File: config.mk
export PLATFORM = sky130hd
export DESIGN_NAME = led_fade_driver_flat
export DESIGN_NICKNAME = d
export VERILOG_FILES = /design/src/rtl/led_fade_if.sv /design/src/rtl/led_fade_driver.sv /design/src/flat_wrapper.sv
export SDC_FILE = /design/constraint.sdc
export NUM_CORES = 1
export LEC_CHECK = 0
export ABC_CLOCK_PERIOD_IN_PS = 6010
export CAP_MARGIN = 30
export CORE_ASPECT_RATIO = 1.4
export CORE_MARGIN = 2
export CORE_UTILIZATION = 38
export DETAILED_ROUTE_END_ITERATION = 6
export DONT_BUFFER_PORTS = 1
export SYNTH_ARGS = -nofsm -noshare
export SYNTH_HDL_FRONTEND = slang
export SYNTH_SLANG_ARGS = --single-unit
File: constraint.sdc
create_clock -name clk_i -period 6.01 [get_ports clk_i]
set_input_delay 1.202 -clock clk_i [delete_from_list [all_inputs] [get_ports clk_i]]
set_output_delay 1.202 -clock clk_i [all_outputs]
set_load 0.05 [all_outputs]
File: src/rtl/led_fade_if.sv
// Status/LED bundle between the SoC status registers and the LED fade driver.
// The master supplies the enable and the two core status words; the slave drives the LEDs.
interface led_fade_if #(
    parameter int SRC_WIDTH = 32
);
    logic                 enable;
    logic [SRC_WIDTH-1:0] reg0;
    logic [SRC_WIDTH-1:0] reg1;
    logic [3:0]           led;
    logic                 fading;

    modport master (output enable, reg0, reg1, input  led, fading);
    modport slave  (input  enable, reg0, reg1, output led, fading);
endinterface

File: src/rtl/led_fade_driver.sv
// Four-LED driver: per-core 2-bit target fields, linear brightness fade on a
// prescaled tick, and free-running PWM rendering with registered outputs.
module led_fade_driver #(
    parameter int SRC_WIDTH = 32,
    parameter int SRC_LSB   = 19,
    parameter int PWM_BITS  = 8,
    parameter int PRESCALE  = 1000,
    parameter int FADE_STEP = 4
) (
    input  logic       clk_i,
    input  logic       rst_ni,
    led_fade_if.slave  bus
);
    localparam int NLED = 4;
    localparam int PCW  = (PRESCALE > 1) ? $clog2(PRESCALE) : 1;
    localparam logic [PWM_BITS-1:0] BMAX  = {PWM_BITS{1'b1}};
    localparam logic [PCW-1:0]      PLAST = PCW'(PRESCALE - 1);
    localparam logic [PWM_BITS:0]   STEP  = (PWM_BITS + 1)'(FADE_STEP);

    typedef enum logic [1:0] {
        FADE_STEADY  = 2'd0,
        FADE_RISING  = 2'd1,
        FADE_FALLING = 2'd2
    } fade_e;

    logic [NLED-1:0]     tgt_q, tgt_d;
    logic [PWM_BITS-1:0] bri_q [NLED];
    logic [PWM_BITS-1:0] bri_d [NLED];
    logic [PCW-1:0]      presc_q, presc_d;
    logic [PWM_BITS-1:0] pwm_q, pwm_d;
    logic [NLED-1:0]     led_q, led_d;
    logic                fading_q, fading_d;
    logic                tick_s;
    logic                reg_unused_s;

    function automatic fade_e fade_dir(input logic [PWM_BITS-1:0] bri,
                                       input logic [PWM_BITS-1:0] lvl);
        fade_e dir;
        if (bri < lvl) begin
            dir = FADE_RISING;
        end else if (bri > lvl) begin
            dir = FADE_FALLING;
        end else begin
            dir = FADE_STEADY;
        end
        return dir;
    endfunction

    // Rising sums carry one extra bit so the top step saturates at BMAX instead of wrapping.
    function automatic logic [PWM_BITS-1:0] fade_next(input logic [PWM_BITS-1:0] bri,
                                                      input logic [PWM_BITS-1:0] lvl);
        logic [PWM_BITS:0]   sum;
        logic [PWM_BITS-1:0] res;
        sum = {1'b0, bri} + STEP;
        case (fade_dir(bri, lvl))
            FADE_RISING:  res = (sum > {1'b0, BMAX}) ? BMAX : sum[PWM_BITS-1:0];
            FADE_FALLING: res = ({1'b0, bri} < STEP) ? {PWM_BITS{1'b0}}
                                                     : (bri - STEP[PWM_BITS-1:0]);
            FADE_STEADY:  res = bri;
            default:      res = bri;
        endcase
        return res;
    endfunction

    // Only the two LED fields of each status word matter; the rest is deliberately dropped.
    assign reg_unused_s = ^{bus.reg0, bus.reg1};

    // Next-state for target capture, prescaler, PWM counter, brightness and outputs.
    always_comb begin
        tgt_d    = {bus.reg0[SRC_LSB+1:SRC_LSB], bus.reg1[SRC_LSB+1:SRC_LSB]};
        tick_s   = bus.enable && (presc_q == PLAST);
        presc_d  = presc_q;
        pwm_d    = pwm_q;
        fading_d = 1'b0;
        led_d    = {NLED{1'b0}};
        if (!bus.enable) begin
            presc_d = presc_q;
            pwm_d   = pwm_q;
        end else if (tick_s) begin
            presc_d = {PCW{1'b0}};
            pwm_d   = pwm_q + PWM_BITS'(1);
        end else begin
            presc_d = presc_q + PCW'(1);
            pwm_d   = pwm_q + PWM_BITS'(1);
        end
        // The tick consults tgt_q, so a target change on a tick cycle only counts from the next tick.
        for (int i = 0; i < NLED; i++) begin
            if (tick_s) begin
                bri_d[i] = fade_next(bri_q[i], tgt_q[i] ? BMAX : {PWM_BITS{1'b0}});
            end else begin
                bri_d[i] = bri_q[i];
            end
            led_d[i] = bus.enable && ((bri_q[i] == BMAX) || (bri_q[i] > pwm_q));
            if (bri_q[i] != (tgt_q[i] ? BMAX : {PWM_BITS{1'b0}})) begin
                fading_d = 1'b1;
            end else begin
                fading_d = fading_d;
            end
        end
    end

    // State and output registers.
    always_ff @(posedge clk_i or negedge rst_ni) begin
        if (!rst_ni) begin
            tgt_q    <= {NLED{1'b0}};
            presc_q  <= {PCW{1'b0}};
            pwm_q    <= {PWM_BITS{1'b0}};
            led_q    <= {NLED{1'b0}};
            fading_q <= 1'b0;
            for (int i = 0; i < NLED; i++) begin
                bri_q[i] <= {PWM_BITS{1'b0}};
            end
        end else begin
            tgt_q    <= tgt_d;
            presc_q  <= presc_d;
            pwm_q    <= pwm_d;
            led_q    <= led_d;
            fading_q <= fading_d;
            for (int i = 0; i < NLED; i++) begin
                bri_q[i] <= bri_d[i];
            end
        end
    end

    assign bus.led    = led_q;
    assign bus.fading = fading_q;
endmodule

File: src/flat_wrapper.sv
// flat-port wrapper written by rule: the top's interface ports become plain ports
module led_fade_driver_flat 
#(
    parameter int SRC_WIDTH = 32,
    parameter int SRC_LSB   = 19,
    parameter int PWM_BITS  = 8,
    parameter int PRESCALE  = 1000,
    parameter int FADE_STEP = 4
)
  (clk_i, rst_ni, bus_enable, bus_reg0, bus_reg1, bus_led, bus_fading);
  led_fade_if #(.SRC_WIDTH(SRC_WIDTH)) bus_i ();
  input  logic clk_i;
  input  logic rst_ni;
  input wire logic [$bits(bus_i.enable)-1:0] bus_enable;
  input wire logic [$bits(bus_i.reg0)-1:0] bus_reg0;
  input wire logic [$bits(bus_i.reg1)-1:0] bus_reg1;
  output wire logic [$bits(bus_i.led)-1:0] bus_led;
  output wire logic [$bits(bus_i.fading)-1:0] bus_fading;
  assign bus_i.enable = bus_enable;
  assign bus_i.reg0 = bus_reg0;
  assign bus_i.reg1 = bus_reg1;
  assign bus_led = bus_i.led;
  assign bus_fading = bus_i.fading;
  led_fade_driver #(.SRC_WIDTH(SRC_WIDTH), .SRC_LSB(SRC_LSB), .PWM_BITS(PWM_BITS), .PRESCALE(PRESCALE), .FADE_STEP(FADE_STEP)) u_core (.clk_i(clk_i), .rst_ni(rst_ni), .bus(bus_i));
endmodule
==> results.cfg, run 1 <==
[timing]
finalHoldViolations = 0
skew_ns = 0.00569
hold_slack_ns = 0.476
setup_ws_ns = 3.04
max_slew_margin = 0.474
max_slew.worst_pin.slew_ns = 0.790
fin_crit_ns = 2.97
setup_viol = 0
drv_slew = 0
final.setup.tns_ns = 0
rsz0062_at_grt = no
fin_crit_sh = 0.495
max_freq_mhz = 336

[drt]
drt_iter0_drc = 223
post_drt_wl_per_cell_microns = 16.4
first_pass_iters = 5
viasPerCell = 5.96
drt-total-wl_microns = 11800
ant_nets = 0
drc_errors = 0
via_count = 4284

[setup_path]
path_class = in -> reg
path_max_fanout = 17
end_kind = flop
worstPathRequired_ns = 6.21
crit_path_start_kind = input pin
cp.arrival_ns = 3.17

[clock_network]
cts-root-buf = clkbuf_16
cts_sinks = 55
post_cts_buffers = 0
clk_latency_ns = 0.30
cts_hold_buffers = 0
htreeDepth = 2
clk_path_buf_depth = 2
cts_resized = 0
path_clk_slew_ns = 0.08
numCtsBuffers = 5
cts_tree = built

[global_routing]
antenna_found_initial = 0
grt_pass1_vias = 4354
grt_max_degree = 56
track_usage = 0.177
grt_overflow = 0
grt_pass1_wl_microns = 20100

[run_status]
status = finished clean

[cells_and_area]
diodes = 0
final_common_cell = ha_1
drive_gt1_frac = 0.0424
fin_util = 0.404
fill_cells = 1285
fin_nets = 706
final_cell_mix = ha_1, dfrtp_1, nor2_1, a21oi_1, nand2_1
syn_to_final_growth_pct = 4.86

[logic_synthesis]
netlist_area_sq_um = 4890
ys.flop_type = dfrtp_1
synth_seq_cells = 55
synth_edf_count = 0
synthesis.nets = 720
ys_seq_area_frac = 0.281
syn_avg_cell_area_sq_um = 8.45
syn_inst = 579
yosysWarnings = 0
async_flop_share = 1.00
synth_cell_types = 68

[die]
initial_core_util = 0.385
ioPinCount = 72
dieArea_sq_um = 13800
rows = 49
die_y_microns = 138
die_w_microns = 99.9
core_area_sq_um = 12700

[power]
leakagePower_nw = 2.37
ir_drop_mv = 0.118
fin_total_pwr_mw = 1.06
p_per_area_nw_per_um2 = 206

[worst_hold_path]
hp-class = reg -> reg

[placed_design]
port_buffers = 0
pre_cts_ws_ns = 2.76
hpwl_microns = 8760
gp_congestion = 0.865

[run]
maxCapViolCount = 0
[power breakdown]
group,internal (mW),leakage [nW],switching (mW)
Clock,0.155,0.0669,0.149
Sequential,0.414,0.682,0.0525
Combinational,0.126,1.62,0.162
Total,0.694,2.37,0.364
[flip-flops by register name, summed over array words and instances, names as in the netlist]
register	cells
u_core.bri_q	28
u_core.presc_q	10
u_core.pwm_q	8
u_core.bus.led	4
u_core.tgt_q	4
u_core.bus.fading	1
[Yosys cell counts (all sizes together) (3+ instances only)]
master	count	area, sq um
a21boi	4	30.0
a21o	14	105
a21oi	51	263
a221oi	3	32.5
a311oi	3	26.3
a31oi	6	37.5
a32oi	3	26.3
and3	10	62.6
buf	9	50.0
clkbuf	13	50.0
dfrtp	55	1380
ha	74	926
inv	36	135
mux2	3	33.8
nand2	42	158
nand2b	3	18.8
nand3	25	130
nand3b	6	45.0
nand4	17	106
nand4b	3	38.8
nor2	49	184
nor2b	5	31.3
nor3	11	60.1
nor3b	3	22.5
nor4	4	25.0
nor4b	4	35.0
o211ai	4	35.0
o21a	3	22.5
o21ai	42	210
o22a	3	26.3
o22ai	7	43.8
o31ai	8	60.1
or2	5	31.3
or3	6	37.5
xnor2	12	105
xor2	7	61.3
[area by class of cell]
| type | count | area, sq um | share of cell area |
|---|---|---|---|
| Tap cell | 153 | 191 | 0.0373 |
| Inverter | 36 | 135 | 0.0264 |
| Clock buffer | 6 | 129 | 0.0251 |
| Timing Repair Buffer | 1 | 5.00 | 0.000976 |
| Multi-Input combinational cell | 466 | 3280 | 0.639 |
| Clock inverter | 2 | 12.5 | 0.00244 |
| Sequential cell | 55 | 1380 | 0.268 |
[worst max-delay path, stage by stage]
cell and delay, ns:
and3_1 0.20, and4_1 0.34, nand4b_2 0.42, a21oi_2 0.49, and2_2 0.31, o21ai_1 0.09
o21a_1 0.10
[per-stage QoR]
stage	area (sq um)	instances
finish	5130	719
detailed placement	4990	711
CTS	5130	719
global route	5130	719
floorplan	4890	579
global placement	4980	710
[path summary, 6_finish.rpt]
path | startpoint | end | slack [ns] | cells past startpoint
max | bus_enable | u_core.bri_q[7] | 3.04 | 7
min | u_core.pwm_q[6] | u_core.pwm_q[6] | 0.48 | 1
max in group asynchronous | rst_ni | u_core.bri_q[19] | 5.31 | 0
max reg2reg | u_core.bri_q[21] | u_core.bri_q[20] | 3.22 | 9
min reg2reg | u_core.pwm_q[6] | u_core.pwm_q[6] | 0.48 | 1
min in group asynchronous | rst_ni | u_core.bri_q[5] | 0.58 | 0
[logic make-up after synthesis]
family                     after synthesis  synth area share
and+or+nand+nor                        201             0.215
AOI/OAI and AO/OA                      167             0.221
adders and majority gates               75             0.191
buffers and inverters                   58            0.0481
DFF                                     55             0.281
xor gates and xnor gates                19            0.0340
muxes                                    4           0.00896
[metal layers]
metal,GRT usage,wire length (microns)
met1,0.212,4880
met2,0.314,6150
met3,0.0207,409
met4,0.0764,311
met5,0,0
Power figures use the tool's default switching activity.
==> run 2, diff against run 1 <==
--- a/config.mk
+++ b/config.mk
@@ -5,7 +5,7 @@
 export SDC_FILE = /design/constraint.sdc
 export NUM_CORES = 1
 export LEC_CHECK = 0
-export ABC_CLOCK_PERIOD_IN_PS = 6010
+export ABC_CLOCK_PERIOD_IN_PS = 3100
 export CAP_MARGIN = 30
 export CORE_ASPECT_RATIO = 1.4
 export CORE_MARGIN = 2
==> constraint.sdc (replaced) <==
create_clock -name clk_i -period 3.1 [get_ports clk_i]
set_input_delay 0.62 -clock clk_i [delete_from_list [all_inputs] [get_ports clk_i]]
set_output_delay 0.62 -clock clk_i [all_outputs]
set_load 0.05 [all_outputs]
==> run 2 against run 1 <==
Compared with the run above:
- hold slack lost 0.46 ns
- utilization increased by 1.2 points
- critical path depth grew 2
- first-iteration DRC count down 13%
- clock power is 130% higher
- clock skew is 0.0036 ns higher
- via count fell by 0.65%
- register-to-register slack got worse by 2.7 ns
- die area did not move
- worst setup slack got worse by 2.5 ns
- cell count up 2.1%
- critical endpoint is now u_core.bri_q[28]
- largest cell class unchanged
- highest routed layer unchanged
==> results.cfg, run 2 (synthesized netlist as in run 1, its figures left out) <==
[power]
power_frac_comb = 0.267
power.switching_mw = 0.716
intPower_mw = 1.45
leakagePower_nw = 2.47
seqPwrFrac = 0.419
p_clk_frac = 0.314
p_per_area_nw_per_um2 = 411
ir_drop_mv = 0.247
swShare = 0.330

[drt]
drt_iter0_drc = 194
ant_nets = 0
first_pass_iters = 4
post_drt_wl_per_cell_microns = 16.4
drt-total-wl_microns = 12100
via_count = 4256
viasPerCell = 5.80
drc_errors = 0

[global_routing]
use_met1 = 0.212
use_met2 = 0.335
grt_pass1_wl_microns = 20600
busiest_layer = met2
grt_overflow = 0
track_usage = 0.180
grt_util_met3 = 0.0177
antenna_found_initial = 0
grt_max_degree = 56
grt_pass1_vias = 4312

[setup_path]
critPathMostFrequentCell = a21oi_1
end_kind = flop
path_cells = inv_1 -> ha_1 -> a21oi_1 -> a21oi_1 -> a2111oi_4 -> nor2_1 -> a32o_1 -> o21ai_1 -> a31oi_1
worstPathRequired_ns = 3.26
crit_path_start_kind = flop
max_stage_delay_ns = 0.58
path_max_fanout = 9
regToRegStartpoint = u_core.tgt_q[0]
reg2reg_setup_slack_ns = 0.53
slowest_stage = a2111oi_4
startpoint = u_core.tgt_q[0]
path_class = reg -> reg
cp.arrival_ns = 2.72

[cells_and_area]
fin_nets = 721
reg_top3 = u_core.bri_q (28), u_core.presc_q (10), u_core.pwm_q (8)
largest_reg_flops = 28
syn_to_final_growth_pct = 7.93
diodes = 0
drive_gt1_frac = 0.0671
final_common_cell = ha_1
top_register = u_core.bri_q
final_cell_mix = ha_1, dfrtp_1, nor2_1, a21oi_1, nand2_1

[clock_network]
post_cts_buffers = 0
clk_path_buf_depth = 2
cts_tree = built
numCtsBuffers = 5
clk_latency_ns = 0.30
path_clk_slew_ns = 0.08
cts-root-buf = clkbuf_16
cts_sinks = 55
htreeDepth = 2

[die]
rows = 49
core_area_sq_um = 12700
die_w_microns = 99.9
dieArea_sq_um = 13800
initial_core_util = 0.385
die_y_microns = 138
ioPinCount = 72

[placed_design]
hpwl_microns = 8920
gp_congestion = 0.851
pre_cts_ws_ns = 0.310
port_buffers = 0

[timing]
max_slew.worst_pin.slew_ns = 0.877
skew_ns = 0.00934
setup_ws_ns = 0.534
max_freq_mhz = 390
fin_crit_sh = 0.828
max_slew_margin = 0.413
drv_slew = 0
final.setup.tns_ns = 0
rsz0062_at_grt = no
hold_slack_ns = 0.0129
setup_viol = 0
finalHoldViolations = 0
fin_crit_ns = 2.57

[run]
maxCapViolCount = 0

[run_status]
status = finished clean

[worst_hold_path]
hp-class = in -> async
[run 2: worst max-delay path, delay by kind of cell (launching register included)]
| family | cells | cell delay, ns |
|---|---|---|
| DFF | 1 | 0.39 |
| adders and majority gates | 1 | 0.29 |
| and+or+nand+nor | 1 | 0.22 |
| AOI/OAI and AO/OA | 6 | 1.37 |
| buffers and inverters | 1 | 0.17 |
[run 2: path summary, 6_finish.rpt]
path                            depth (start not counted)           endpoint
worst min register to register                          1    u_core.pwm_q[6]
worst min-delay path                                    0    u_core.pwm_q[1]
worst max register to register                          9   u_core.bri_q[28]
worst max-delay path                                    9   u_core.bri_q[28]
min in group clk_i                                      0    u_core.tgt_q[3]
max in group asynchronous                               1  u_core.bus.led[2]
[run 2: routing by layer]
metal  part of all wire  wire length [microns]  vias to the layer above
met1               0.43                   5140                     2039
li1                   -                      -                     2143
met5                  0                      0                        -
met4              0.024                    291                        0
met2               0.53                   6390                       57
met3              0.019                    229                       17
[run 2: cell type report]
class	instances	area, sq um
repair buffers	16	123
inverters	36	135
multi-input cells	466	3280
well taps	153	191
flip-flops and latches	55	1380
fillers	1264	7410
clock inverters	2	35.0
clock buffers	6	139
[run 2: what timing repair did]
item | CTS | global route
endpoints found under the hold margin | 0 | 14
hold buffers | 0 | 1
endpoints found under the setup margin | 0 | 1
gates resized for setup | 0 | 1
[run 2: power by group through the flow]
stage | Clock (mW) | Sequential [mW] | Combinational, mW
6_report | 0.682 | 0.908 | 0.578
5_1_grt | 0.726 | 0.920 | 0.680
3_3_place_gp | 0 | 0.914 | 0.536
3_5_place_dp | 0 | 0.919 | 0.577
2_1_floorplan | 0 | 0.886 | 0.459
4_1_cts | 0.704 | 0.904 | 0.580
[run 2: through the flow]
stage	total power [mW]	std cells	util	instance area, sq um
6_report	2.17	734	0.416	5280
5_1_grt	2.33	734	0.416	5280
4_1_cts	2.19	733	0.415	5270
3_5_place_dp	1.50	725	0.401	5090
3_3_place_gp	1.45	725	0.401	5090
2_1_floorplan	1.34	579	-	4890
==> run 3, diff against run 2 <==
--- a/config.mk
+++ b/config.mk
@@ -5,7 +5,7 @@
 export SDC_FILE = /design/constraint.sdc
 export NUM_CORES = 1
 export LEC_CHECK = 0
-export ABC_CLOCK_PERIOD_IN_PS = 3100
+export ABC_CLOCK_PERIOD_IN_PS = 2250
 export CAP_MARGIN = 30
 export CORE_ASPECT_RATIO = 1.4
 export CORE_MARGIN = 2
==> constraint.sdc (replaced) <==
create_clock -name clk_i -period 2.25 [get_ports clk_i]
set_input_delay 0.45 -clock clk_i [delete_from_list [all_inputs] [get_ports clk_i]]
set_output_delay 0.45 -clock clk_i [all_outputs]
set_load 0.05 [all_outputs]
==> run 3 against run 2 <==
Compared with the run above:
- register-to-register slack worse by 0.46 ns
- routed wire length is 8.5% higher
- count of clock-buffer cells in the layout stayed put
- die area stayed put
- highest routed layer unchanged
==> results.cfg, run 3 (synthesized netlist as in run 1, its figures left out) <==
[power]
p_clk_frac = 0.330
power.switching_mw = 1.01
seqPwrFrac = 0.400
ir_drop_mv = 0.308
p_per_area_nw_per_um2 = 530
intPower_mw = 2.12
power_frac_comb = 0.271
leakagePower_nw = 2.75
fin_total_pwr_mw = 3.13
swShare = 0.324

[drt]
via_count = 4515
drc_errors = 0
viasPerCell = 5.75
drt_iter0_drc = 205
first_pass_iters = 4
drt-total-wl_microns = 13100
ant_nets = 0
post_drt_wl_per_cell_microns = 16.7

[clock_network]
cts_sinks = 55
cts-root-buf = clkbuf_16
path_clk_slew_ns = 0.07
htreeDepth = 2
numCtsBuffers = 5
clk_latency_ns = 0.30
clk_path_buf_depth = 2
cts_tree = built

[cells_and_area]
diodes = 0
fin_nets = 772
top_register = u_core.bri_q
syn_to_final_growth_pct = 20.6
final_cell_mix = ha_1, buf_4, dfrtp_1
final_common_cell = ha_1
reg_top3 = u_core.bri_q (28), u_core.presc_q (10), u_core.pwm_q (8)
largest_reg_flops = 28
final-instance-count-excl-fill = 785
drive_gt1_frac = 0.201

[timing]
max_slew.worst_pin.slew_ns = 0.505
max_freq_mhz = 459
fin_crit_ns = 2.18
max_slew_margin = 0.662
rsz0062_at_grt = yes
finalHoldViolations = 0
drv_slew = 0
setup_viol = 0
hold_slack_ns = 0.0158
skew_ns = 0.00413
final.setup.tns_ns = 0
fin_crit_sh = 0.968
setup_ws_ns = 0.0725

[worst_hold_path]
hp-class = in -> async

[run_status]
status = finished clean

[global_routing]
grt_pass1_vias = 4559
grt_pass1_wl_microns = 21500
track_usage = 0.190
grt_overflow = 0
grt_max_degree = 56
antenna_found_initial = 0

[setup_path]
crit_path_start_kind = flop
path_max_fanout = 7
worstReg2RegEnd = u_core.bri_q[4]
reg2reg_setup_slack_ns = 0.07
cp.arrival_ns = 2.41
end_kind = flop
worstRegToRegCells = 11
regToRegStartpoint = u_core.tgt_q[3]
worstPathRequired_ns = 2.48
crit_end = u_core.bri_q[4]
path_class = reg -> reg
startpoint = u_core.tgt_q[3]

[placed_design]
port_buffers = 0
dp_cells = 766
hpwl_microns = 9580
gp_congestion = 0.879
pre_cts_ws_ns = -0.158

[die]
ioPinCount = 72
core_area_sq_um = 12700
dieArea_sq_um = 13800
rows = 49
die_y_microns = 138
initial_core_util = 0.385
die_w_microns = 99.9

[run]
maxCapViolCount = 0
[run 3: changes by cell type in the layout (fill, tap and decap cells not counted), sizes merged]
| cell | previous run | this run |
|---|---|---|
| buf | 15 | 66 |
| bufinv | 1 | 2 |
| clkdlybuf4s15 | 0 | 1 |
| clkinv | 1 | 0 |
| dlygate4sd3 | 1 | 0 |
[run 3: per-layer routing]
metal,GRT usage,vias up,part of all wire
li1,-,2251,-
met1,0.224,2172,0.42
met2,0.349,71,0.54
met3,0.0182,21,0.019
met4,0.0743,0,0.021
met5,0,-,0
[run 3: stage by stage]
step,cell area [sq um],util
after floorplan,4890,-
after global placement,5400,0.426
after detailed placement,5400,0.426
after CTS,5640,0.444
after global routing,5900,0.465
final,5900,0.465
[run 3: final cells by class]
cell class | instances | area, sq um
fill | 1225 | 6790
multi-input combinational | 466 | 3470
sequential | 55 | 1380
timing repair buffer | 67 | 531
tap | 153 | 191
inverter | 36 | 140
clock buffer | 6 | 129
clock inverter | 2 | 60.1
[run 3: critical path: stages (launching register included)]
cell and delay (ns):
dfrtp_1 0.37, inv_2 0.07, buf_4 0.16, ha_1 0.19, a21oi_2 0.13, o21ai_1 0.08, buf_4 0.16, o22ai_1 0.12
buf_4 0.18, mux2_2 0.33, a21o_1 0.19, a21oi_2 0.13
[run 3: how the worst min path moves through the flow]
stage,to,cells past startpoint,from,slack [ns]
6_report,u_core.bus.led[2],1,rst_ni,0.02
5_1_grt,u_core.bri_q[3],1,rst_ni,0.03
4_1_cts,u_core.bus.led[0],1,rst_ni,0.02
3_5_place_dp,u_core.bus.led[2],0,rst_ni,0.16
3_3_place_gp,u_core.bus.led[2],0,rst_ni,0.16
2_1_floorplan,u_core.bri_q[0],0,rst_ni,0.15
[run 3: power by group through the flow]
stage               Sequential (mW)  Combinational, mW  Clock [mW]
floorplan                      1.22              0.632           0
global placement               1.26              0.745           0
detailed placement             1.27              0.800           0
CTS                            1.25              0.837        1.06
global route                   1.27              0.989        1.10
finish                         1.25              0.847        1.03
[run 3: repair_timing]
item,CTS,global route
gates resized for setup,3,43
hold endpoints to repair,55,0
pin swaps,2,14
setup endpoints to repair,7,22
hold buffers,1,0
buffers inserted,2,7
gates cloned,0,1
